**src/rtl/pic_8259_if.sv**
```systemverilog
// CPU-side bus of the 8259-style interrupt controller: toggle-handshake I/O port access,
// interrupt-acknowledge handshake, IRQ lines and the INTR/vector return path.
interface pic_8259_if;
   logic [11:0] port;
   logic [15:0] din;
   logic [15:0] dout;
   logic        cpu_iordin;
   logic        cpu_iordout;
   logic        cpu_iowrin;
   logic        cpu_iowrout;
   logic [7:0]  irq;
   logic        cpu_intain;
   logic        cpu_intaout;
   logic [7:0]  vector;
   logic        intr;

   modport master (
      output port, din, cpu_iordin, cpu_iowrin, irq, cpu_intain,
      input  dout, cpu_iordout, cpu_iowrout, cpu_intaout, vector, intr
   );

   modport slave (
      input  port, din, cpu_iordin, cpu_iowrin, irq, cpu_intain,
      output dout, cpu_iordout, cpu_iowrout, cpu_intaout, vector, intr
   );
endinterface

```
**src/rtl/pic_8259_ctrl.sv**
```systemverilog
// Single 8259A-compatible interrupt controller: edge-triggered IRR, IMR masking, fixed priority
// against in-service levels, INTA vector return and an ICW1/2/3/4 + OCW1/2/3 programming subset.
module pic_8259_ctrl #(
   parameter logic [11:0] BASE_PORT    = 12'h020,
   parameter logic [7:0]  RESET_VECTOR = 8'h08,
   parameter logic [7:0]  RESET_IMR    = 8'hFF
) (
   input logic       clk,
   input logic       reset_n,
   pic_8259_if.slave bus
);

   typedef enum logic [1:0] {S_IDLE, S_ICW2, S_ICW3, S_ICW4} init_state_e;

   init_state_e state_q, state_d;
   logic [7:0]  irr_q, irr_d, isr_q, isr_d, imr_q, imr_d;
   logic [4:0]  vbase_q, vbase_d;
   logic [7:0]  irq_prev_q, irq_prev_d;
   logic        rdsel_q, rdsel_d;   // 0 = IRR, 1 = ISR
   logic        aeoi_q, aeoi_d, sngl_q, sngl_d, ic4_q, ic4_d;
   logic        cs_cmd_q, cs_cmd_d, cs_data_q, cs_data_d;
   logic [15:0] dout_q, dout_d;
   logic [7:0]  vector_q, vector_d;
   logic        intr_q, intr_d;
   logic        iordout_q, iordout_d, iowrout_q, iowrout_d, intaout_q, intaout_d;

   logic       iord, iowr, inta, wr_cmd, wr_data, blocked, has_win;
   logic [7:0] wr_byte, irq_rise, req, elig, isr_eoi, rd_byte;
   logic [2:0] win, eoi_lo;

   // NOTE: every value driven here gets a default first, so no path can infer a latch.
   always_comb begin
      state_d    = state_q;
      irr_d      = irr_q;
      isr_d      = isr_q;
      imr_d      = imr_q;
      vbase_d    = vbase_q;
      rdsel_d    = rdsel_q;
      aeoi_d     = aeoi_q;
      sngl_d     = sngl_q;
      ic4_d      = ic4_q;
      vector_d   = vector_q;
      irq_prev_d = bus.irq;
      iordout_d  = bus.cpu_iordin;
      iowrout_d  = bus.cpu_iowrin;
      intaout_d  = bus.cpu_intain;
      cs_cmd_d   = (bus.port == BASE_PORT);
      cs_data_d  = (bus.port == BASE_PORT + 12'd1);

      iord    = bus.cpu_iordin ^ iordout_q;
      iowr    = bus.cpu_iowrin ^ iowrout_q;
      inta    = bus.cpu_intain ^ intaout_q;
      wr_byte = bus.port[0] ? bus.din[15:8] : bus.din[7:0];
      wr_cmd  = iowr & cs_cmd_q;
      wr_data = iowr & cs_data_q;

      // A line is eligible only while no equal-or-higher priority level is in service.
      irq_rise = bus.irq & ~irq_prev_q;
      req      = irr_q & ~imr_q;
      blocked  = 1'b0;
      elig     = 8'h00;
      for (int i = 0; i < 8; i++) begin
         blocked = blocked | isr_q[i];
         elig[i] = req[i] & ~blocked;
      end
      has_win = |elig;
      win     = 3'd0;
      eoi_lo  = 3'd0;
      for (int i = 7; i >= 0; i--) begin
         if (elig[i])  win    = 3'(i);
         if (isr_q[i]) eoi_lo = 3'(i);
      end
      intr_d = has_win;

      // EOI clears first; the INTA winner below was already resolved on the pre-EOI ISR.
      isr_eoi = isr_q;
      if (wr_cmd && !wr_byte[4] && !wr_byte[3]) begin
         case (wr_byte[7:5])
            3'b001:  if (|isr_q) isr_eoi[eoi_lo] = 1'b0;
            3'b011:  isr_eoi[wr_byte[2:0]] = 1'b0;
            default: ;
         endcase
      end
      isr_d = isr_eoi;

      if (inta) begin
         if (has_win) begin
            vector_d   = {vbase_q, win};
            irr_d[win] = 1'b0;
            if (!aeoi_q) isr_d[win] = 1'b1;
         end else begin
            vector_d = {vbase_q, 3'd7};
         end
      end
      irr_d = irr_d | irq_rise;

      if (wr_cmd && !wr_byte[4] && wr_byte[3] && wr_byte[1]) rdsel_d = wr_byte[0];

      if (wr_cmd && wr_byte[4]) begin
         imr_d   = 8'h00;
         isr_d   = 8'h00;
         irr_d   = 8'h00;
         rdsel_d = 1'b0;
         aeoi_d  = 1'b0;
         sngl_d  = wr_byte[1];
         ic4_d   = wr_byte[0];
         state_d = S_ICW2;
      end else if (wr_data) begin
         case (state_q)
            S_IDLE: imr_d = wr_byte;
            S_ICW2: begin
               vbase_d = wr_byte[7:3];
               state_d = !sngl_q ? S_ICW3 : (ic4_q ? S_ICW4 : S_IDLE);
            end
            S_ICW3: state_d = ic4_q ? S_ICW4 : S_IDLE;
            S_ICW4: begin
               aeoi_d  = wr_byte[1];
               state_d = S_IDLE;
            end
            default: state_d = S_IDLE;
         endcase
      end

      // Read data is refreshed every cycle; iord only gates the acknowledge toggle.
      if (cs_cmd_q)       rd_byte = rdsel_q ? isr_q : irr_q;
      else if (cs_data_q) rd_byte = imr_q;
      else                rd_byte = 8'hFF;
      dout_d = (iord || !iord) ? {rd_byte, rd_byte} : dout_q;
   end

   // NOTE: sequential state uses non-blocking assignments only, so all flops update together.
   always_ff @(posedge clk or negedge reset_n) begin
      if (!reset_n) begin
         state_q    <= S_IDLE;
         irr_q      <= 8'h00;
         isr_q      <= 8'h00;
         imr_q      <= RESET_IMR;
         vbase_q    <= RESET_VECTOR[7:3];
         irq_prev_q <= 8'h00;
         rdsel_q    <= 1'b0;
         aeoi_q     <= 1'b0;
         sngl_q     <= 1'b0;
         ic4_q      <= 1'b0;
         cs_cmd_q   <= 1'b0;
         cs_data_q  <= 1'b0;
         dout_q     <= 16'hFFFF;
         vector_q   <= 8'hFF;
         intr_q     <= 1'b0;
         iordout_q  <= 1'b0;
         iowrout_q  <= 1'b0;
         intaout_q  <= 1'b0;
      end else begin
         state_q    <= state_d;
         irr_q      <= irr_d;
         isr_q      <= isr_d;
         imr_q      <= imr_d;
         vbase_q    <= vbase_d;
         irq_prev_q <= irq_prev_d;
         rdsel_q    <= rdsel_d;
         aeoi_q     <= aeoi_d;
         sngl_q     <= sngl_d;
         ic4_q      <= ic4_d;
         cs_cmd_q   <= cs_cmd_d;
         cs_data_q  <= cs_data_d;
         dout_q     <= dout_d;
         vector_q   <= vector_d;
         intr_q     <= intr_d;
         iordout_q  <= iordout_d;
         iowrout_q  <= iowrout_d;
         intaout_q  <= intaout_d;
      end
   end

   assign bus.dout        = dout_q;
   assign bus.vector      = vector_q;
   assign bus.intr        = intr_q;
   assign bus.cpu_iordout = iordout_q;
   assign bus.cpu_iowrout = iowrout_q;
   assign bus.cpu_intaout = intaout_q;

endmodule

```
**src/flat_wrapper.sv**
```systemverilog
// flat-port wrapper written by rule: the top's interface ports become plain ports
module pic_8259_ctrl_flat 
#(
   parameter logic [11:0] BASE_PORT    = 12'h020,
   parameter logic [7:0]  RESET_VECTOR = 8'h08,
   parameter logic [7:0]  RESET_IMR    = 8'hFF
)
  (clk, reset_n, bus_port, bus_din, bus_cpu_iordin, bus_cpu_iowrin, bus_irq, bus_cpu_intain, bus_dout, bus_cpu_iordout, bus_cpu_iowrout, bus_cpu_intaout, bus_vector, bus_intr);
  pic_8259_if bus_i ();
  input logic clk;
  input logic reset_n;
  input wire logic [$bits(bus_i.port)-1:0] bus_port;
  input wire logic [$bits(bus_i.din)-1:0] bus_din;
  input wire logic [$bits(bus_i.cpu_iordin)-1:0] bus_cpu_iordin;
  input wire logic [$bits(bus_i.cpu_iowrin)-1:0] bus_cpu_iowrin;
  input wire logic [$bits(bus_i.irq)-1:0] bus_irq;
  input wire logic [$bits(bus_i.cpu_intain)-1:0] bus_cpu_intain;
  output wire logic [$bits(bus_i.dout)-1:0] bus_dout;
  output wire logic [$bits(bus_i.cpu_iordout)-1:0] bus_cpu_iordout;
  output wire logic [$bits(bus_i.cpu_iowrout)-1:0] bus_cpu_iowrout;
  output wire logic [$bits(bus_i.cpu_intaout)-1:0] bus_cpu_intaout;
  output wire logic [$bits(bus_i.vector)-1:0] bus_vector;
  output wire logic [$bits(bus_i.intr)-1:0] bus_intr;
  assign bus_i.port = bus_port;
  assign bus_i.din = bus_din;
  assign bus_i.cpu_iordin = bus_cpu_iordin;
  assign bus_i.cpu_iowrin = bus_cpu_iowrin;
  assign bus_i.irq = bus_irq;
  assign bus_i.cpu_intain = bus_cpu_intain;
  assign bus_dout = bus_i.dout;
  assign bus_cpu_iordout = bus_i.cpu_iordout;
  assign bus_cpu_iowrout = bus_i.cpu_iowrout;
  assign bus_cpu_intaout = bus_i.cpu_intaout;
  assign bus_vector = bus_i.vector;
  assign bus_intr = bus_i.intr;
  pic_8259_ctrl #(.BASE_PORT(BASE_PORT), .RESET_VECTOR(RESET_VECTOR), .RESET_IMR(RESET_IMR)) u_core (.clk(clk), .reset_n(reset_n), .bus(bus_i));
endmodule
```
**config.mk**
```make
export PLATFORM = sky130hd
export DESIGN_NAME = pic_8259_ctrl_flat
export DESIGN_NICKNAME = d
export VERILOG_FILES = /design/src/rtl/pic_8259_if.sv /design/src/rtl/pic_8259_ctrl.sv /design/src/flat_wrapper.sv
export SDC_FILE = /design/constraint.sdc
export NUM_CORES = 1
export LEC_CHECK = 0
export ABC_AREA = 1
export CAP_MARGIN = 20
export CORE_MARGIN = 4
export CORE_UTILIZATION = 38
export CTS_BUF_LIST = sky130_fd_sc_hd__clkbuf_2 sky130_fd_sc_hd__clkbuf_4 sky130_fd_sc_hd__clkbuf_8
export DETAILED_ROUTE_END_ITERATION = 12
export GPL_ROUTABILITY_DRIVEN = 1
export SKIP_LAST_GASP = 1
export SLEW_MARGIN = 20
export SYNTH_ARGS = -nofsm -noshare
export SYNTH_HDL_FRONTEND = slang
export SYNTH_SLANG_ARGS = --single-unit
```
**constraint.sdc**
```tcl
create_clock -name clk -period 5.2 [get_ports clk]
set_input_delay 1.56 -clock clk [delete_from_list [all_inputs] [get_ports clk]]
set_output_delay 1.56 -clock clk [all_outputs]
set_load 0.01 [all_outputs]
```
After elaboration in Yosys (flattened, before gate mapping)
Index checks and enable logic that the tools add are counted.
- bits of input ports: 41
- word-level logic and storage cells: 143
- memories: 0
- register bits after elaboration: 73
- latch bits: 0
- bits in read-only memories: 0
- RAM bits: 0
- mux-type cells: 50
- shift operators: 0
- add/subtract/negate cells: 0
- reduce and logical (&&, ||, !) cells: 22
- bitwise gates (word level): 40
- $lt $le $gt $ge: 6
- div/mod/pow operators: 0
- equality and inequality tests: 7
- multiply operators: 0
- operators by type and width (kind ; number):
    $mux W8 ; 16
    $mux W3 ; 17
    $and A8 B8 Y8 ; 5
    $not A8 Y8 ; 5
    $eq A12 B6 Y1 const B ; 2
    $or A8 B8 Y8 ; 2
    $pmux W8 S2 ; 1
    $reduce_or A8 Y1 ; 2
    $lt A3 B4 Y1 const B ; 3
    $and A1 B1 Y1 ; 10
    $demux W1 S3 ; 3
    $ge A3 B1 Y1 const B ; 3
    $not A1 Y1 ; 9
    $logic_and A1 B1 Y1 ; 8
    $mux W1 ; 8
    $mux W2 ; 4
    $reduce_bool A2 Y1 ; 4
    $or A1 B1 Y1 ; 7
    $pmux W2 S3 ; 1
    $reduce_and A2 Y1 ; 3
    $eq A2 B2 Y1 const B ; 2
    $reduce_bool A4 Y1 ; 1
    $eq A3 B1 Y1 const B ; 1
    $eq A3 B2 Y1 const B ; 1
    5 further kinds ; 7

Logic depth before layout (Yosys ltp)
Gate-level depths: netlist of run 1.
- depth in word-level cells: 27
- mapped depth: 13
- gate-level depth less buffers: 13

Worst setup path before layout of run 1
No wires, ideal clock.
- kind: input -> register
- start: in bus_port[0]
- end: reg u_core.isr_q[4]
- cell stages on the path: 9
- slack: 2.428 ns
- required time: 5.064 ns
- library setup time: 0.136 ns
- arrival time: 2.636 ns
- path through: buf_4 -> inv_2 -> or2_1 -> o21ai_2 -> inv_2 -> o31ai_1 -> nand2_1 -> o21ai_1 -> a21oi_1
- word-level cells in the longest chain between the ends: 14
- ends and longest elaborated chain (item ; RTL line ; text):
    start, declared ; flat_wrapper.sv:12 ; input wire logic [$bits(bus_i.port)-1:0] bus_port;
    $mux W8 * ; pic_8259_ctrl.sv:53 ; wr_byte = bus.port[0] ? bus.din[15:8] : bus.din[7:0];
    $lt A3 B4 Y1 (implied by the code) / $ge A3 B1 Y1 (equally long branches) ; pic_8259_ctrl.sv:80 ; 3'b011: isr_eoi[wr_byte[2:0]] = 1'b0;
    $logic_and A1 B1 Y1 (implied by the code) ; pic_8259_ctrl.sv:80 ;
    $mux W1 (implied by the code) ; pic_8259_ctrl.sv:80 ;
    $demux W1 S3 ; - ;
    $not A8 Y8 (no line) ; - ;
    $and A8 B8 Y8 (no line) ; - ;
    $pmux W8 S2 ; pic_8259_ctrl.sv:78 ; case (wr_byte[7:5])
    $mux W8 ; pic_8259_ctrl.sv:77 ; if (wr_cmd && !wr_byte[4] && !wr_byte[3]) begin
    $or A8 B8 Y8 (no line) ; - ;
    $mux W8 ; pic_8259_ctrl.sv:90 ; if (!aeoi_q) isr_d[win] = 1'b1;
    $mux W8 ; pic_8259_ctrl.sv:87 ; if (has_win) begin
    $mux W8 ; pic_8259_ctrl.sv:86 ; if (inta) begin
    $mux W8 * ; pic_8259_ctrl.sv:99 ; if (wr_cmd && wr_byte[4]) begin
    net u_core.isr_d[4] ; pic_8259_ctrl.sv:16 ; logic [7:0] irr_q, irr_d, isr_q, isr_d, imr_q, imr_d;
    end signal, assigned ; pic_8259_ctrl.sv:155 ; isr_q <= isr_d;
    end, declared ; pic_8259_ctrl.sv:16 ;
Mark *: on every way through the listed nets, which the timed path passes. The rest lies on a longest branch.
A chain may end at the register's enable or synchronous reset.

Worst setup path after layout of run 1
- start: in bus_port[0]
- end: reg u_core.vbase_q[0]
- word-level cells in the longest chain between the ends: 4
- ends and longest elaborated chain (item ; RTL line ; text):
    $mux W8 * ; pic_8259_ctrl.sv:53 ;
    $logic_and A1 B1 Y1 ; pic_8259_ctrl.sv:99 ;
    $not A1 Y1 (no line) ; - ;
    $reduce_and A3 Y1 (no line) ; - ;
    end signal, assigned ; pic_8259_ctrl.sv:138 ; vbase_q <= RESET_VECTOR[7:3];
    end signal, assigned ; pic_8259_ctrl.sv:157 ; vbase_q <= vbase_d;
    end, declared ; pic_8259_ctrl.sv:17 ; logic [4:0] vbase_q, vbase_d;
Every way passes the cells marked *; elsewhere a longest branch is shown, timed or not.

==> results of run 1 <==
==> routing by layer <==
layer  wire length, um  track usage (%)
met4               242             7.97
met2              4000             27.4
met5                 0                0
met1              3760             24.1
met3               562             2.94
==> synth_stat cells, drive strengths merged, types with 2 or more instances <==
master and count:
nand2 98, inv 54, dfrtp 40, a21oi 32
nand3 30, nor2 29, o21ai 26, dfstp 25
buf 9, a22oi 7, o22ai 7, nand4 6
or2 6, a31oi 4, ha 4, nor3 4
clkbuf 3, mux2i 3, o31ai 3, o211ai 2
==> power breakdown <==
group	leakage, uW	switching (uW)	total, uW	internal [uW]
Combinational	0.00120	203	332	129
Clock	0.0000942	194	380	186
Sequential	0.000735	53.4	619	566
==> state kept, by name, indices dropped and copies added (netlist names), 2 cells and up <==
register and cells:
u_core.bus.dout 8, u_core.imr_q 8, u_core.vbase_q 5, u_core.isr_q 8, u_core.irq_prev_q 8, u_core.state_q 2
u_core.bus.vector 8, u_core.irr_q 8
==> final timing paths <==
path | startpoint | cells after the start | slack [ns] | end
worst max-delay path | bus_port[0] | 7 | 1.78 | u_core.vbase_q[0]
worst min-delay path | u_core.bus.vector[3] | 2 | 0.46 | u_core.bus.vector[3]
worst max register to register | u_core.imr_q[4] | 9 | 3.19 | u_core.irr_q[1]
worst min register to register | u_core.bus.vector[3] | 2 | 0.46 | u_core.bus.vector[3]
max in group asynchronous | reset_n | 2 | 2.96 | u_core.imr_q[2]
min in group asynchronous | reset_n | 1 | 1.30 | u_core.bus.intr
==> through the flow <==
| step | cells | area [um2] | setup WS [ns] | power (uW) | util, % |
|---|---|---|---|---|---|
| after detailed placement | 565 | 4100 | 1.42 | 959 | 47.5 |
| after global routing | 581 | 4270 | 1.51 | 1400 | 49.4 |
| after floorplan | 399 | 3350 | 2.43 | 826 | - |
| after CTS | 581 | 4270 | 1.78 | 1340 | 49.4 |
| final | 581 | 4270 | 1.78 | 1330 | 49.4 |
| after global placement | 565 | 4100 | 1.51 | 950 | 47.5 |
==> worst reg2reg max path, cell delays in order, from the launching register on <==
cell,delay [ns]
dfstp_2,0.52
inv_1,0.07
nand3_1,0.09
inv_2,0.03
nand2_1,0.07
nand2_1,0.10
o31ai_1,0.67
nand4_1,0.17
nand2_1,0.10
a21oi_1,0.06
==> layout make-up <==
type                       instances  area (um2)
timing repair buffer              70         691
inverter                          55         211
clock buffer                      12         146
sequential                        65        1660
multi-input combinational        267        1400
fill                             858        4370
tap                              108         135
clock inverter                     4        20.0
==> cells by family after synthesis <==
group	after synthesis	synth area share, %
buffers and inverters	67	8.66
AO/OA/AOI/OAI	84	14.4
adder cells (fa/ha/maj)	4	1.49
flip-flops	65	49.5
AND/OR/NAND/NOR	176	25.1
multiplexers	3	0.896
==> impl_results.md, run 1 <==
* Run status: completed
* Clock Tree Root: clkbuf_8
* Port Buf Inserts at ~70
* Routed len/inst at 14.7 um
* Via-per-instance ratio at between 5 and 6
* Setup TNS at 0 ns
* Yosys cell types at 36
* ANT nets after route at 0
* Row cnt at 34
* DIE AREA at approximately 0.010 mm2
* # diodes at 0
* CP top delay family: buffers and inverters
* Total CTS buffers at 9
* Largest net degree at the start of global routing at 38
* Total congestion overflow at 0
* Commonest non-fill, non-tap cells in the layout: nand2_1, clkdlybuf4s50_1, dfrtp_1
* Commonest non-fill, non-tap cell in the layout: nand2_1
* LEAKAGE at 0.00203 uW
* Worst skew pair latency at 0.35 ns
* Initial antenna violation count at 0
* Post-synth top area share at ~30%
* Min Hold Slack at roughly 0.46 ns
* Die X at 102 um
* Vias in the first global route at 2743
* Syn Area/Cell at approximately 8.4 um2
* Ys async rst share at 100%
* Slew headroom at between 40% and 50%
* Highest clock rate at roughly 300 MHz
* Share of cells above drive strength 1 at 16.9%
* CP Launch Type: input port
* DR pass1 iterations at 5
* Boundary Pins at 69
* Nets at approximately 510
* CP Max Fanout at 22
* Crit-path slowest cell: clkdlybuf4s50_1
* Hold buffer count at cts at 0
* Synth top area cells: dfrtp_1, dfstp_2, nand2_1
* Die height at a little over 100 um
* Max-Cap Viols at 0
* Clk buf depth at 2
* DR vias at about 3000
* Final setup viols at 0
* Post-synth top area cell: dfrtp_1
* YS warnings at 0
* # DRC at 0
* CP Data Arrival Time at 3.69 ns
* Clk sinks at 65
* Initial cell density of the core at around 39%
* # Post-CTS Setup Buffers at 0
* Worst slew pin tran at between 0.8 and 0.9 ns
* Clk_skew at about 0.011 ns
* First-pass GRT wire length at 13900 um
* P&R area growth vs syn at 27.2%
* Post-synthesis cell count at 399
* Clock tree from TritonCTS: done
* Clk slew on worst S/H paths at around 0.070 ns
* Power per cell area at approximately 310 mW/mm2
* Tcrit/Tclk final at about two thirds
* H-tree lvl count at 3
* Post_cts resized at 0
* DRT iter0 DRCs at 172
* Total track usage at 17.6%
* Crit path kind: in2reg
* Post-synth EDFFs at 0
* CP bufs+invs at 3
* Peak VDD IR at approximately 0.00012 V
* Min Tclk post-route at 3.42 ns
* Primary FF master, synth: dfrtp_1
* Hold Path Class: reg2reg
* Sequential area share after synthesis at between 40% and 50%
* Worst setup EP type: flop
* Slew Viols, Final at 0
* WL final at around 8600 um
* RSZ-0062 raised after global routing: no
* Required @ worst endpoint at ~5.5 ns
* Slowest cell delay on critical path at about 0.77 ns
* Core area at around 0.0086 mm2
* DPL Wire Length at ~6500 um
* Placer Congestion at 0.894
* Flops & latches, synth at 65
* Final hold vios at 0
* Mapped cell area at approximately 0.0034 mm2
* Post-Syn Nets at between 400 and 500
* Crit path cell chain: clkdlybuf4s50_1 > mux2i_1 > nor2_1 > buf_4 > inv_2 > nand3_1 > o21ai_0
No activity file was read; power rests on OpenSTA's default activity.
==> run 2: changes to the inputs <==
==> constraint.sdc (replaced) <==
create_clock -name clk -period 3.2 [get_ports clk]
set_input_delay 0.96 -clock clk [delete_from_list [all_inputs] [get_ports clk]]
set_output_delay 0.96 -clock clk [all_outputs]
set_load 0.01 [all_outputs]
==> impl_results.md, run 2 (synthesis gave the netlist of run 1 again) <==
* Commonest non-fill, non-tap cell in the layout: nand2_1 (unchanged)
* DR vias at 2953 (was 2935)
* # DRC at 0 (unchanged)
* First-pass GRT wire length at 14400 um (was 13900 um)
* Hold buffer count at cts at 0 (unchanged)
* DR pass1 iterations at 4 (was 5)
* WL final at 8820 um (was 8570 um)
* Boundary Pins at 69 (unchanged)
* Final setup viols at 0 (unchanged)
* Row cnt at 34 (unchanged)
* Die X at 102 um (unchanged)
* CP most frequent cell: inv_2
* Clock power share at 36.4% (was 28.5%)
* Min Hold Slack at 0.468 ns (was 0.465 ns)
* Clk sinks at 65 (unchanged)
* Initial cell density of the core at 38.8% (unchanged)
* RSZ-0062 raised after global routing: no (unchanged)
* CP bufs+invs at 3 (unchanged)
* Clock tree from TritonCTS: done (unchanged)
* RR Startpoint: u_core.imr_q[4] (unchanged)
* Met1 WL at 4100 um (was 3760 um)
* DRT iter0 DRCs at 193 (was 172)
* Total track usage at 18.1% (was 17.6%)
* DPL Wire Length at 6700 um (was 6550 um)
* Pre-CTS WS at 0.238 ns (was 1.42 ns)
* Highest clock rate at roughly 380 MHz
* Initial antenna violation count at 0 (unchanged)
* Slowest cell delay on critical path at 0.66 ns (was 0.77 ns)
* Clk_skew at 0.00771 ns (was 0.0114 ns)
* Core area at 0.00864 mm2 (unchanged)
* Final WS setup at 0.591 ns (was 1.78 ns)
* Hold Crit Start: u_core.bus.vector[3] (unchanged)
* Max Used Layer: met4 (unchanged)
* Required @ worst endpoint at 3.43 ns (was 5.47 ns)
* Slew Viols, Final at 0 (unchanged)
* Power per cell area at 556 mW/mm2 (was 312 mW/mm2)
* Placer Congestion at 0.856 (was 0.894)
* Post_cts resized at 0 (unchanged)
* Clock Tree Root: clkbuf_8 (unchanged)
* Total CTS buffers at 9 (unchanged)
* Clk slew on worst S/H paths at 0.08 ns (was 0.07 ns)
* Commonest non-fill, non-tap cells in the layout: nand2_1, clkdlybuf4s50_1, dfrtp_1 (unchanged)
* LEAKAGE at 0.00208 uW (was 0.00203 uW)
* Largest net degree at the start of global routing at 38 (unchanged)
* Tot Pwr at 2440 uW (was 1330 uW)
* H-tree lvl count at 3 (unchanged)
* CP Launch Type: input port (unchanged)
* ANT nets after route at 0 (unchanged)
* Share of cells above drive strength 1 at 17.6% (was 16.9%)
* # diodes at 0 (unchanged)
* Hold path depth at 2 (unchanged)
* Crit path cell chain: clkdlybuf4s50_1 > inv_2 > or2_1 > o21ai_2 > inv_2 > o31ai_1 > nand2_1 > o21ai_1 > a21oi_1 (was clkdlybuf4s50_1 > mux2i_1 > nor2_1 > buf_4 > inv_2 > nand3_1 > o21ai_0)
* Total congestion overflow at 0 (unchanged)
* Peak VDD IR at 0.000231 V (was 0.000115 V)
* Via-per-instance ratio at 5.05 (about the same)
* Crit-path slowest cell: clkdlybuf4s50_1 (unchanged)
* Worst skew pair latency at 0.35 ns (about the same)
* Int Power at 1680 uW (was 881 uW)
* Port Buf Inserts at 68 (unchanged)
* Run status: completed (unchanged)
* Slew headroom at 50.0% (was 46.4%)
* Sequential Power Share at 41.2% (was 46.5%)
* Setup TNS at 0 ns (unchanged)
* CP Data Arrival Time at 2.84 ns (was 3.69 ns)
* Crit path kind: in2reg (unchanged)
* Reg-to-reg endpoint: u_core.irr_q[1] (unchanged)
* Routed len/inst at 15.1 um (was 14.7 um)
* Min Tclk post-route at ~2.6 ns
* Metal2 WL at 4110 um (was 4000 um)
* Nets at 517 (was 513)
* P&R area growth vs syn at 31.1% (was 27.2%)
* Comb pwr share at 22.4% (was 25.0%)
* R2R cell count at 9 (unchanged)
* DIE AREA at 0.0104 mm2 (unchanged)
* Vias in the first global route at 2864 (was 2743)
* CP top delay family: buffers and inverters (unchanged)
* Worst slew pin tran at 0.744 ns (was 0.803 ns)
* Worst setup EP type: flop (unchanged)
* Switching power at 766 uW (was 451 uW)
* Final hold vios at 0 (unchanged)
* Switch share at 31.4% (was 33.8%)
* Max-Cap Viols at 0 (unchanged)
* Clk buf depth at 2 (unchanged)
* Die height at 102 um (unchanged)
* Metal3 WL at 459 um (was 562 um)
* CP Max Fanout at 8 (was 22)
* Post-layout util at 50.9% (was 49.4%)
* # Post-CTS Setup Buffers at 0 (unchanged)
* R2R Setup Slk at 1.22 ns (was 3.19 ns)
* Hold Path Sink: u_core.bus.vector[3] (unchanged)
* Hold Path Class: reg2reg (unchanged)
* Tcrit/Tclk final at 81.5%
## run 2: changes by cell type in the layout (fill, tap and decap cells not counted)
cell	previous run	this run
clkinv_2	4	0
bufinv_16	0	3
clkbuf_8	9	10
buf_12	0	1
clkinvlp_4	0	1
buf_4	2	5
clkinv_4	1	3
clkbuf_4	3	0
## run 2: tightest hold or removal path, stage by stage (launching register included)
cell and delay, ns:
dfstp_2 0.37, nand2_1 0.05, nand2_1 0.05
## run 2: area by class of cell
type                       instances  area, um2
clock buffer                      10        138
clock inverter                     6        115
fill                             864       4240
inverter                          55        211
multi-input combinational        267       1400
sequential                        65       1660
tap                              108        135
timing repair buffer              74        733
## run 2: power groups by stage
stage / Sequential [uW] / Clock, uW / Combinational [uW]
after detailed placement: 1020 / 0 / 546
after CTS: 1000 / 908 / 548
after global routing: 1020 / 942 / 613
final: 1010 / 890 / 547
after floorplan: 1010 / 0 / 333
after global placement: 1020 / 0 / 542
## run 2: worst max path at each step
stage	start	endpoint	slack [ns]	cells after the start
after floorplan	bus_port[0]	u_core.isr_q[4]	1.03	9
after CTS	bus_port[0]	u_core.isr_q[4]	0.61	9
final	bus_port[0]	u_core.isr_q[4]	0.59	9
after global placement	bus_port[0]	u_core.isr_q[4]	0.23	9
after detailed placement	bus_port[0]	u_core.isr_q[4]	0.24	9
after global routing	bus_port[0]	u_core.isr_q[4]	0.43	9
## run 2: through the flow
stage	area, um2	std cells
finish	4390	585
CTS	4390	585
floorplan	3350	399
global route	4390	585
detailed placement	4140	569
global placement	4140	569
## run 2: per-layer routing
metal,GRT usage (%),up-vias
li1,-,1472
met1,26.3,1392
met2,27.0,77
met3,3.00,12
met4,6.86,0
met5,0,-
